## config.mk

```make
export PLATFORM = sky130hd
export DESIGN_NAME = gsensor_spi_responder
export DESIGN_NICKNAME = d
export VERILOG_FILES = /design/src/rtl/gsensor_spi_responder.sv
export SDC_FILE = /design/constraint.sdc
export NUM_CORES = 1
export LEC_CHECK = 0
export BUFFER_PORTS_ARGS = -buffer_cell sky130_fd_sc_hd__buf_2
export CELL_PAD_IN_SITES_DETAIL_PLACEMENT = 0
export CELL_PAD_IN_SITES_GLOBAL_PLACEMENT = 2
export CORE_ASPECT_RATIO = 1.2
export CORE_MARGIN = 4
export CORE_UTILIZATION = 40
export CTS_CLUSTER_SIZE = 14
export DETAILED_ROUTE_END_ITERATION = 6
export PLACE_DENSITY = 0.75
export SYNTH_ARGS = -nofsm -noshare
export SYNTH_HDL_FRONTEND = slang
export SYNTH_SLANG_ARGS = --single-unit
```

## constraint.sdc

```tcl
create_clock -name clk -period 2.3 [get_ports clk]
set_input_delay 0 -clock clk [delete_from_list [all_inputs] [get_ports clk]]
set_output_delay 0 -clock clk [all_outputs]
set_load 0.02 [all_outputs]
```

## src/rtl/gsensor_spi_responder.sv

```systemverilog
`default_nettype none
// ============================================================================
// Module   : gsensor_spi_responder
// Purpose  : Emulates the accelerometer end of the G-sensor SPI link.
//            4-wire SPI mode 3 (CPOL=1, CPHA=1), ADXL345-style framing:
//            the command byte is {RW, MB, A[5:0]}, sent MSB first.
//            The SPI pins are oversampled on the system clock.
//            Supports register read/write, multi-byte auto-increment, a
//            per-transaction data snapshot, and the DATA_READY interrupt.
// Ports    : clk, reset_n              - system clock, async active-low reset
//            spi_csn/sclk/sdi          - SPI inputs from the initiator
//            spi_sdo, spi_sdo_oe       - SPI output and its drive enable
//            sample_x/y/z, sample_valid- scripted sample input, 1-cycle strobe
//            int1                      - DATA_READY interrupt, active high
//            reg_power_ctl             - current POWER_CTL register (0x2D)
//            reg_data_format           - current DATA_FORMAT register (0x31)
// Revision : 1.0 - initial release
// ============================================================================
module gsensor_spi_responder #(
    parameter logic [7:0] DEVID       = 8'hE5,
    parameter int         SYNC_STAGES = 2
) (
    input  logic        clk,
    input  logic        reset_n,
    input  logic        spi_csn,
    input  logic        spi_sclk,
    input  logic        spi_sdi,
    output logic        spi_sdo,
    output logic        spi_sdo_oe,
    input  logic [15:0] sample_x,
    input  logic [15:0] sample_y,
    input  logic [15:0] sample_z,
    input  logic        sample_valid,
    output logic        int1,
    output logic [7:0]  reg_power_ctl,
    output logic [7:0]  reg_data_format
);

    localparam logic [7:0] C_BW_RATE_RST = 8'h0A;

    typedef enum logic [1:0] {
        ST_IDLE = 2'd0,
        ST_CMD  = 2'd1,
        ST_DATA = 2'd2
    } state_t;

    // ------------------------------------------------------------------
    // Pin synchronizers and edge detection
    // ------------------------------------------------------------------
    logic [SYNC_STAGES-1:0] r_csn_sync;
    logic [SYNC_STAGES-1:0] r_sclk_sync;
    logic [SYNC_STAGES-1:0] r_sdi_sync;
    logic                   r_csn_d;
    logic                   r_sclk_d;

    always_ff @(posedge clk or negedge reset_n) begin
        if (!reset_n) begin
            // csn and sclk idle high, so reset there to avoid a false edge
            r_csn_sync  <= '1;
            r_sclk_sync <= '1;
            r_sdi_sync  <= '0;
            r_csn_d     <= 1'b1;
            r_sclk_d    <= 1'b1;
        end else begin
            r_csn_sync  <= {r_csn_sync[SYNC_STAGES-2:0], spi_csn};
            r_sclk_sync <= {r_sclk_sync[SYNC_STAGES-2:0], spi_sclk};
            r_sdi_sync  <= {r_sdi_sync[SYNC_STAGES-2:0], spi_sdi};
            r_csn_d     <= r_csn_sync[SYNC_STAGES-1];
            r_sclk_d    <= r_sclk_sync[SYNC_STAGES-1];
        end
    end

    logic w_csn_s;
    logic w_sclk_s;
    logic w_sdi_s;
    logic w_csn_fall;
    logic w_csn_rise;
    logic w_sclk_fall;
    logic w_sclk_rise;

    assign w_csn_s     = r_csn_sync[SYNC_STAGES-1];
    assign w_sclk_s    = r_sclk_sync[SYNC_STAGES-1];
    assign w_sdi_s     = r_sdi_sync[SYNC_STAGES-1];
    assign w_csn_fall  = ~w_csn_s &  r_csn_d;
    assign w_csn_rise  =  w_csn_s & ~r_csn_d;
    assign w_sclk_fall = ~w_sclk_s &  r_sclk_d;
    assign w_sclk_rise =  w_sclk_s & ~r_sclk_d;

    // ------------------------------------------------------------------
    // State
    // ------------------------------------------------------------------
    state_t      r_state;
    logic [2:0]  r_bitcnt;
    logic [6:0]  r_shift_in;     // MOSI bits received so far in this byte
    logic [7:0]  r_shift_out;    // MISO bits still to be driven
    logic        r_rw;
    logic        r_mb;
    logic [5:0]  r_addr;
    logic        r_sdo;
    logic        r_oe;
    logic        r_data_read;    // a DATAx register was read in this frame
    logic [7:0]  r_bw_rate;
    logic [7:0]  r_power_ctl;
    logic [7:0]  r_int_enable;
    logic [7:0]  r_data_format;
    logic [47:0] r_live;         // {Z, Y, X}, updated by sample_valid
    logic [47:0] r_snap;         // copy of r_live frozen at csn fall
    logic        r_data_ready;

    logic [7:0]  w_shift_byte;
    logic [7:0]  w_rd_byte;
    logic        w_is_data_addr;

    assign w_shift_byte   = {r_shift_in, w_sdi_s};
    assign w_is_data_addr = (r_addr >= 6'h32) && (r_addr <= 6'h37);

    // Register read mux; sample data always comes from the snapshot so a
    // multi-byte read cannot mix old and new samples.
    always_comb begin
        w_rd_byte = 8'h00;
        case (r_addr)
            6'h00:   w_rd_byte = DEVID;
            6'h2C:   w_rd_byte = r_bw_rate;
            6'h2D:   w_rd_byte = r_power_ctl;
            6'h2E:   w_rd_byte = r_int_enable;
            6'h31:   w_rd_byte = r_data_format;
            6'h32:   w_rd_byte = r_snap[7:0];
            6'h33:   w_rd_byte = r_snap[15:8];
            6'h34:   w_rd_byte = r_snap[23:16];
            6'h35:   w_rd_byte = r_snap[31:24];
            6'h36:   w_rd_byte = r_snap[39:32];
            6'h37:   w_rd_byte = r_snap[47:40];
            default: w_rd_byte = 8'h00;
        endcase
    end

    // ------------------------------------------------------------------
    // Frame FSM and register file
    // ------------------------------------------------------------------
    always_ff @(posedge clk or negedge reset_n) begin
        if (!reset_n) begin
            r_state       <= ST_IDLE;
            r_bitcnt      <= 3'd0;
            r_shift_in    <= 7'd0;
            r_shift_out   <= 8'd0;
            r_rw          <= 1'b0;
            r_mb          <= 1'b0;
            r_addr        <= 6'd0;
            r_sdo         <= 1'b0;
            r_oe          <= 1'b0;
            r_data_read   <= 1'b0;
            r_snap        <= 48'd0;
            r_bw_rate     <= C_BW_RATE_RST;
            r_power_ctl   <= 8'h00;
            r_int_enable  <= 8'h00;
            r_data_format <= 8'h00;
        end else if (w_csn_rise) begin
            // End of frame from any state; a partial byte is dropped
            r_state     <= ST_IDLE;
            r_bitcnt    <= 3'd0;
            r_sdo       <= 1'b0;
            r_oe        <= 1'b0;
            r_data_read <= 1'b0;
        end else if (w_csn_fall) begin
            r_state     <= ST_CMD;
            r_bitcnt    <= 3'd0;
            r_sdo       <= 1'b0;
            r_oe        <= 1'b0;
            r_data_read <= 1'b0;
            r_snap      <= r_live;
        end else begin
            case (r_state)
                ST_CMD: begin
                    if (w_sclk_rise) begin
                        r_shift_in <= w_shift_byte[6:0];
                        r_bitcnt   <= r_bitcnt + 3'd1;
                        if (r_bitcnt == 3'd7) begin
                            r_rw    <= w_shift_byte[7];
                            r_mb    <= w_shift_byte[6];
                            r_addr  <= w_shift_byte[5:0];
                            r_state <= ST_DATA;
                        end
                    end
                end
                ST_DATA: begin
                    if (r_rw) begin
                        // bitcnt==0 on a fall marks the first bit of a byte
                        if (w_sclk_fall) begin
                            if (r_bitcnt == 3'd0) begin
                                r_sdo       <= w_rd_byte[7];
                                r_shift_out <= {w_rd_byte[6:0], 1'b0};
                                r_oe        <= 1'b1;
                                if (w_is_data_addr) begin
                                    r_data_read <= 1'b1;
                                end
                            end else begin
                                r_sdo       <= r_shift_out[7];
                                r_shift_out <= {r_shift_out[6:0], 1'b0};
                            end
                        end
                        if (w_sclk_rise) begin
                            r_bitcnt <= r_bitcnt + 3'd1;
                            if (r_bitcnt == 3'd7 && r_mb) begin
                                r_addr <= r_addr + 6'd1;
                            end
                        end
                    end else if (w_sclk_rise) begin
                        r_shift_in <= w_shift_byte[6:0];
                        r_bitcnt   <= r_bitcnt + 3'd1;
                        if (r_bitcnt == 3'd7) begin
                            case (r_addr)
                                6'h2C:   r_bw_rate     <= w_shift_byte;
                                6'h2D:   r_power_ctl   <= w_shift_byte;
                                6'h2E:   r_int_enable  <= w_shift_byte;
                                6'h31:   r_data_format <= w_shift_byte;
                                default: ;
                            endcase
                            if (r_mb) begin
                                r_addr <= r_addr + 6'd1;
                            end
                        end
                    end
                end
                default: ;
            endcase
        end
    end

    // ------------------------------------------------------------------
    // Live sample registers and DATA_READY
    // ------------------------------------------------------------------
    always_ff @(posedge clk or negedge reset_n) begin
        if (!reset_n) begin
            r_live       <= 48'd0;
            r_data_ready <= 1'b0;
        end else begin
            if (sample_valid) begin
                r_live <= {sample_z, sample_y, sample_x};
            end
            // A new sample wins over the clear from a finishing data read
            if (sample_valid) begin
                r_data_ready <= 1'b1;
            end else if (w_csn_rise && r_data_read) begin
                r_data_ready <= 1'b0;
            end
        end
    end

    assign spi_sdo         = r_sdo;
    assign spi_sdo_oe      = r_oe;
    assign int1            = r_data_ready & r_int_enable[7];
    assign reg_power_ctl   = r_power_ctl;
    assign reg_data_format = r_data_format;

endmodule
`default_nettype wire

```

Word level (Yosys, flattened, before mapping) --
Cells that the tools add are included.
Storage, ports and cells: flip-flop bits (word level) 168, input port bits 54, word-level logic and storage cells 133
Operators by class: $add $sub $neg 2, $lt $le $gt $ge 2, equal/unequal tests 20, multiplexer cells 44, bitwise operators 12, reduce and logical (&&, ||, !) cells 31
Operators by type and width (count):
- one-hot mux 8 bit (11 select lines) | 1
- equality test 6 bit (second input constant) | 10
- two-way mux 6 bit | 8
- AND reduction 7 bit | 4
- nonzero test 3 bit | 9
- two-way mux 1 bit | 21
- AND reduction 5 bit | 3
- two-way mux 7 bit | 2
- one-hot mux 7 bit (2 select lines) | 1
- two-way mux 3 bit | 4
- one-hot mux 6 bit (2 select lines) | 1
- two-way mux 2 bit | 5
- != test 3 bit (second input constant) | 3
- AND reduction 9 bit | 1
- two-way mux 8 bit | 1
- != test 2 bit (second input constant) | 4
- AND reduction 4 bit | 2
- inverter 1 bit | 7
- adder 6 x 1 -> 6 bit (second input constant) | 1
- >= comparator 6 bit (second input constant) | 1
- <= comparator 6 bit (second input constant) | 1
- zero test 6 bit | 1
- AND reduction 3 bit | 2
- bitwise AND 1 bit | 5
- 9 further kinds | 13

Longest topological paths before layout --
depth after elaboration 9, mapped depth 9, depth with buffers taken out 7

Least setup slack after synthesis --
OpenSTA, ideal clock, no wires.
path type register -> register, from register r_addr[1], to register r_shift_out[5], arrival 1.918 ns, required time 2.158 ns, setup slack 0.240 ns, stages on the path, launching flop included 10, buffers on the path 2, path through dfrtp_1 inv_1 ha_1 buf_6 and3_4 and2_1 buf_6 a221o_1 nor4_1 o221ai_1
Between the ends: longest elaborated chain between the ends 3
RTL lines:
- start: declaration | line 98 | logic [5:0] r_addr;
- start signal: assignment | line 180 | r_addr <= w_shift_byte[5:0];
- start signal: assignment | line 204 | r_addr <= r_addr + 6'd1;
- start signal: assignment | line 219 | r_addr <= r_addr + 6'd1;
- equality test 6 bit or zero test 6 bit (tied branches) | line 121 | case (r_addr)
- one-hot mux 8 bit (11 select lines) * | line 121
- two-way mux 8 bit * | line 189 | if (r_bitcnt == 3'd0) begin
- end signal: assignment | line 191 | r_shift_out <= {w_rd_byte[6:0], 1'b0};
- end signal: assignment | line 198 | r_shift_out <= {r_shift_out[6:0], 1'b0};
- end: declaration | line 95 | logic [7:0] r_shift_out;
Every way passes the cells marked *; elsewhere a longest branch is shown, timed or not. A chain may end at the register's enable or synchronous reset.

Worst setup path in the final report --
from register r_addr[1], to register r_shift_out[2]
The elaborated chain is that of the path after synthesis.

==> impl_summary.log <==
INFO  metric top_ff_cell_synth = dfrtp_1
INFO  metric cts.repair_timing.setup_buffer_count = 0
INFO  metric synth_seq_area_share = 0.564
INFO  metric nets = 775
INFO  metric power_per_cell_area = 846 nW/µm²
INFO  metric grt_pass1_vias = 5279
INFO  metric antenna_cells_inserted = 0
INFO  metric cts.htree.levels = 4
INFO  metric drt_first_iter_violations = 248
INFO  metric timing_hold_violations_final = 0
INFO  metric pre_cts_slack = 94.9 ps
INFO  metric cts.sink_count = 167
INFO  metric max-clock-path-buffers = 2
INFO  metric antenna_found_initial = 0
INFO  metric grt_first_pass_wirelength = 30500 µm
INFO  metric grt_start_max_net_pins = 66
INFO  metric synth_largest_type_area_fraction = 0.536
INFO  metric path_max_fanout = 6
INFO  metric post-synth-top-area-cell = dfrtp_1
INFO  metric critical_path_arrival = 2530 ps
INFO  metric worst_path_largest_cell_delay = 430 ps
INFO  metric netlist-cell-type-count = 58
INFO  metric totalNegativeSetupSlack = 0 ps
INFO  metric worst_ir_drop_on_vdd = 0.499 mV
INFO  metric synth.top_cells.by_area = dfrtp_1 54%, mux2_2 21%, dfstp_2 2.8%
INFO  metric antenna_violating_nets_post_route = 0
INFO  metric detail_route.first_pass.iterations = 4
INFO  metric syn_area = 7420 µm²
INFO  metric ioPinCount = 73
INFO  metric fp-row-count = 54
INFO  metric critical_path_class = reg2reg
INFO  metric leakage = 0.00430 µW
INFO  metric clk_pin_slew_worst_paths = 70 ps
INFO  metric gp_congestion = 0.947
INFO  metric cpMaxStageDelayCell = dfrtp_1
INFO  metric clock.fmax = 445 MHz
INFO  metric timing.critical_path.cells = inv_1 -> ha_1 -> and3_4 -> and2_1 -> buf_4 -> a221oi_1 -> and3_1 -> o221ai_1
INFO  metric finalSetupViolations = 0
INFO  metric port_buffers = 72
INFO  metric slew_violations = 0
INFO  metric most_instantiated_cells_after_synthesis = 159 x dfrtp_1, 140 x mux2_2, 30 x and3_1
INFO  metric area_delta_synth_final = 25.2%
INFO  metric timing.final.crit_share = 0.976
INFO  metric yosys_warnings = 0
INFO  metric maxCapViolations = 0
INFO  metric drive_gt1_frac = 0.413
INFO  metric crit_path_end_kind = flop
INFO  metric placeableCoreArea = 18200 µm²
INFO  metric critPathLaunchType = flop
INFO  metric clk-insertion-delay-late = 420 ps
INFO  metric die_x = 132 µm
INFO  metric drt-total-wl = 19100 µm
INFO  metric filler_cell_count = 1599
INFO  metric timing.critical_path.buf_inv = 2
INFO  metric globalRouteTotalUtil = 0.190
INFO  metric tritoncts.num_buffers = 17
INFO  metric postSynthNetCount = 632
INFO  metric synthesis.area_per_instance = 13.1 µm²
INFO  metric initial_core_util = 0.407
INFO  metric syn-instance-count = 567
INFO  metric report.power.total = 7860 µW
INFO  metric dp_hpwl = 14100 µm
INFO  metric grt_setup_unrepaired = false
INFO  metric worst_slack = 54.2 ps
INFO  metric clockRootBuffer = clkbuf_16
INFO  metric avgRoutedWirePerCell = 20.2 µm
INFO  metric via_per_inst = 5.35
INFO  metric worstMarginPinSlew = 661 ps
INFO  metric synth-edff-count = 0
INFO  metric global_route.overflow_total = 0
INFO  metric routed-via-count = 5057
INFO  metric timing.critical_path.required = 2580 ps
INFO  metric final.min_clock_period = 2250 ps
INFO  metric timing.max_slew.rel_slack = 0.559
INFO  metric hold_path.class = in2async
INFO  metric timing.clock.skew = 13.0 ps
INFO  metric dieHeight = 157 µm
INFO  metric run_status = finished, final reports clean
INFO  metric yosysMostFrequentCell = dfrtp_1
INFO  metric tritoncts = built
INFO  metric number_of_synthesized_register_bits = 167
INFO  metric cpLargestDelayFamily = simple AND/OR/NAND/NOR gates
INFO  metric die_area = 20800 µm²
INFO  metric drcViolationCount = 0
INFO  metric asyncSetResetFlopFracSynth = 1.00
-- placed cells by master, fill, tap and decap left out, types with 3 or more instances in the layout --
cell type / count
and4_1: 4
dlygate4sd3_1: 52
a22o_1: 3
dfrtp_1: 158
and2_1: 8
nand2_1: 23
inv_6: 4
inv_1: 13
a221o_1: 3
nor2b_1: 5
mux2_2: 140
ha_1: 10
a2111oi_0: 5
nand3_1: 13
clkbuf_8: 3
clkbuf_16: 17
o221ai_1: 5
clkinv_4: 3
dfstp_2: 8
nor3_1: 4
nand4_1: 3
or2_2: 3
buf_4: 31
o21ai_0: 13
o31ai_1: 4
nor2_1: 14
a31oi_1: 4
buf_2: 71
o22a_1: 4
a22oi_1: 6
a32o_1: 3
and3_1: 30
a21oi_1: 7
mux2i_1: 5
-- kinds of logic after synthesis --
| kind of cell | after synthesis | synth area share |
|---|---|---|
| DFF | 167 | 0.564 |
| muxes | 145 | 0.219 |
| and+or+nand+nor | 125 | 0.0958 |
| AOI/OAI and AO/OA | 72 | 0.0725 |
| buffers and inverters | 46 | 0.0283 |
| adders and majority gates | 11 | 0.0185 |
| xor gates and xnor gates | 1 | 0.00118 |
-- through the flow --
stage,cell area (µm²),util,hold WS [ps],std cells
global placement,8180,0.448,43.5,863
CTS,9280,0.509,171,946
floorplan,7420,-,-296,567
detailed placement,8180,0.448,61.8,863
finish,9290,0.509,145,946
global route,9290,0.509,189,946
-- state kept, by name, indices dropped and copies added, names as in the netlist --
| name | flops |
|---|---|
| r_csn_sync | 2 |
| spi_sdo_oe | 1 |
| r_bw_rate | 8 |
| r_csn_d | 1 |
| r_data_read | 1 |
| r_addr | 6 |
| r_sdi_sync | 2 |
| r_sclk_d | 1 |
| r_bitcnt | 3 |
| r_shift_in | 7 |
| r_int_enable | 8 |
| r_mb | 1 |
| spi_sdo | 1 |
| r_shift_out | 7 |
| reg_data_format | 8 |
| r_rw | 1 |
| reg_power_ctl | 8 |
| r_live | 48 |
| r_state | 2 |
| r_sclk_sync | 2 |
| r_data_ready | 1 |
| r_snap | 48 |
-- repair_timing --
item                                    in CTS  in global routing
endpoints found under the setup margin       0                  4
resized for setup                            0                  3
endpoints found under the hold margin      110                  0
hold buffers                                52                  0
-- layout make-up --
class                           count  area [µm²]  area share
Sequential cell                   167        4190       0.451
Multi-Input combinational cell    354        3030       0.326
Clock inverter                     11         113      0.0121
Timing Repair Buffer              157        1160       0.125
Inverter                           13        48.8     0.00525
Clock buffer                       20         467      0.0502
Tap cell                          224         280      0.0302
-- worst paths after layout --
check / startpoint / to / slack, ps / cells after the start
max in group asynchronous: reset_n / r_csn_sync[0] / 1400 / 3
worst max register to register: r_addr[1] / r_shift_out[2] / 50 / 8
worst max-delay path: r_addr[1] / r_shift_out[2] / 50 / 8
worst min register to register: r_sdi_sync[0] / r_sdi_sync[1] / 350 / 0
worst min-delay path: reset_n / r_bitcnt[1] / 140 / 2
min in group clk: spi_csn / r_csn_sync[0] / 220 / 2
-- metal layers --
metal	track usage	part of all wire	vias to the layer above
met1	0.245	0.44	2547
met5	0	0	-
li1	-	-	2375
met3	0.0345	0.033	25
met4	0.0619	0.025	0
met2	0.327	0.50	110
-- power breakdown --
part	internal, µW	leakage, µW	switching (µW)	total (µW)
Combinational	722	0.00194	706	1430
Sequential	3280	0.00206	354	3640
Clock	1590	0.000290	1200	2790
-- worst reg2reg max path, stage by stage, from the launching register on --
cell      delay [ps]
dfrtp_1          430
inv_1             80
ha_1             250
and3_4           210
and2_1           210
buf_4            170
a221oi_1         410
and3_1           240
o221ai_1         110
(Power assumes the default switching activity.)
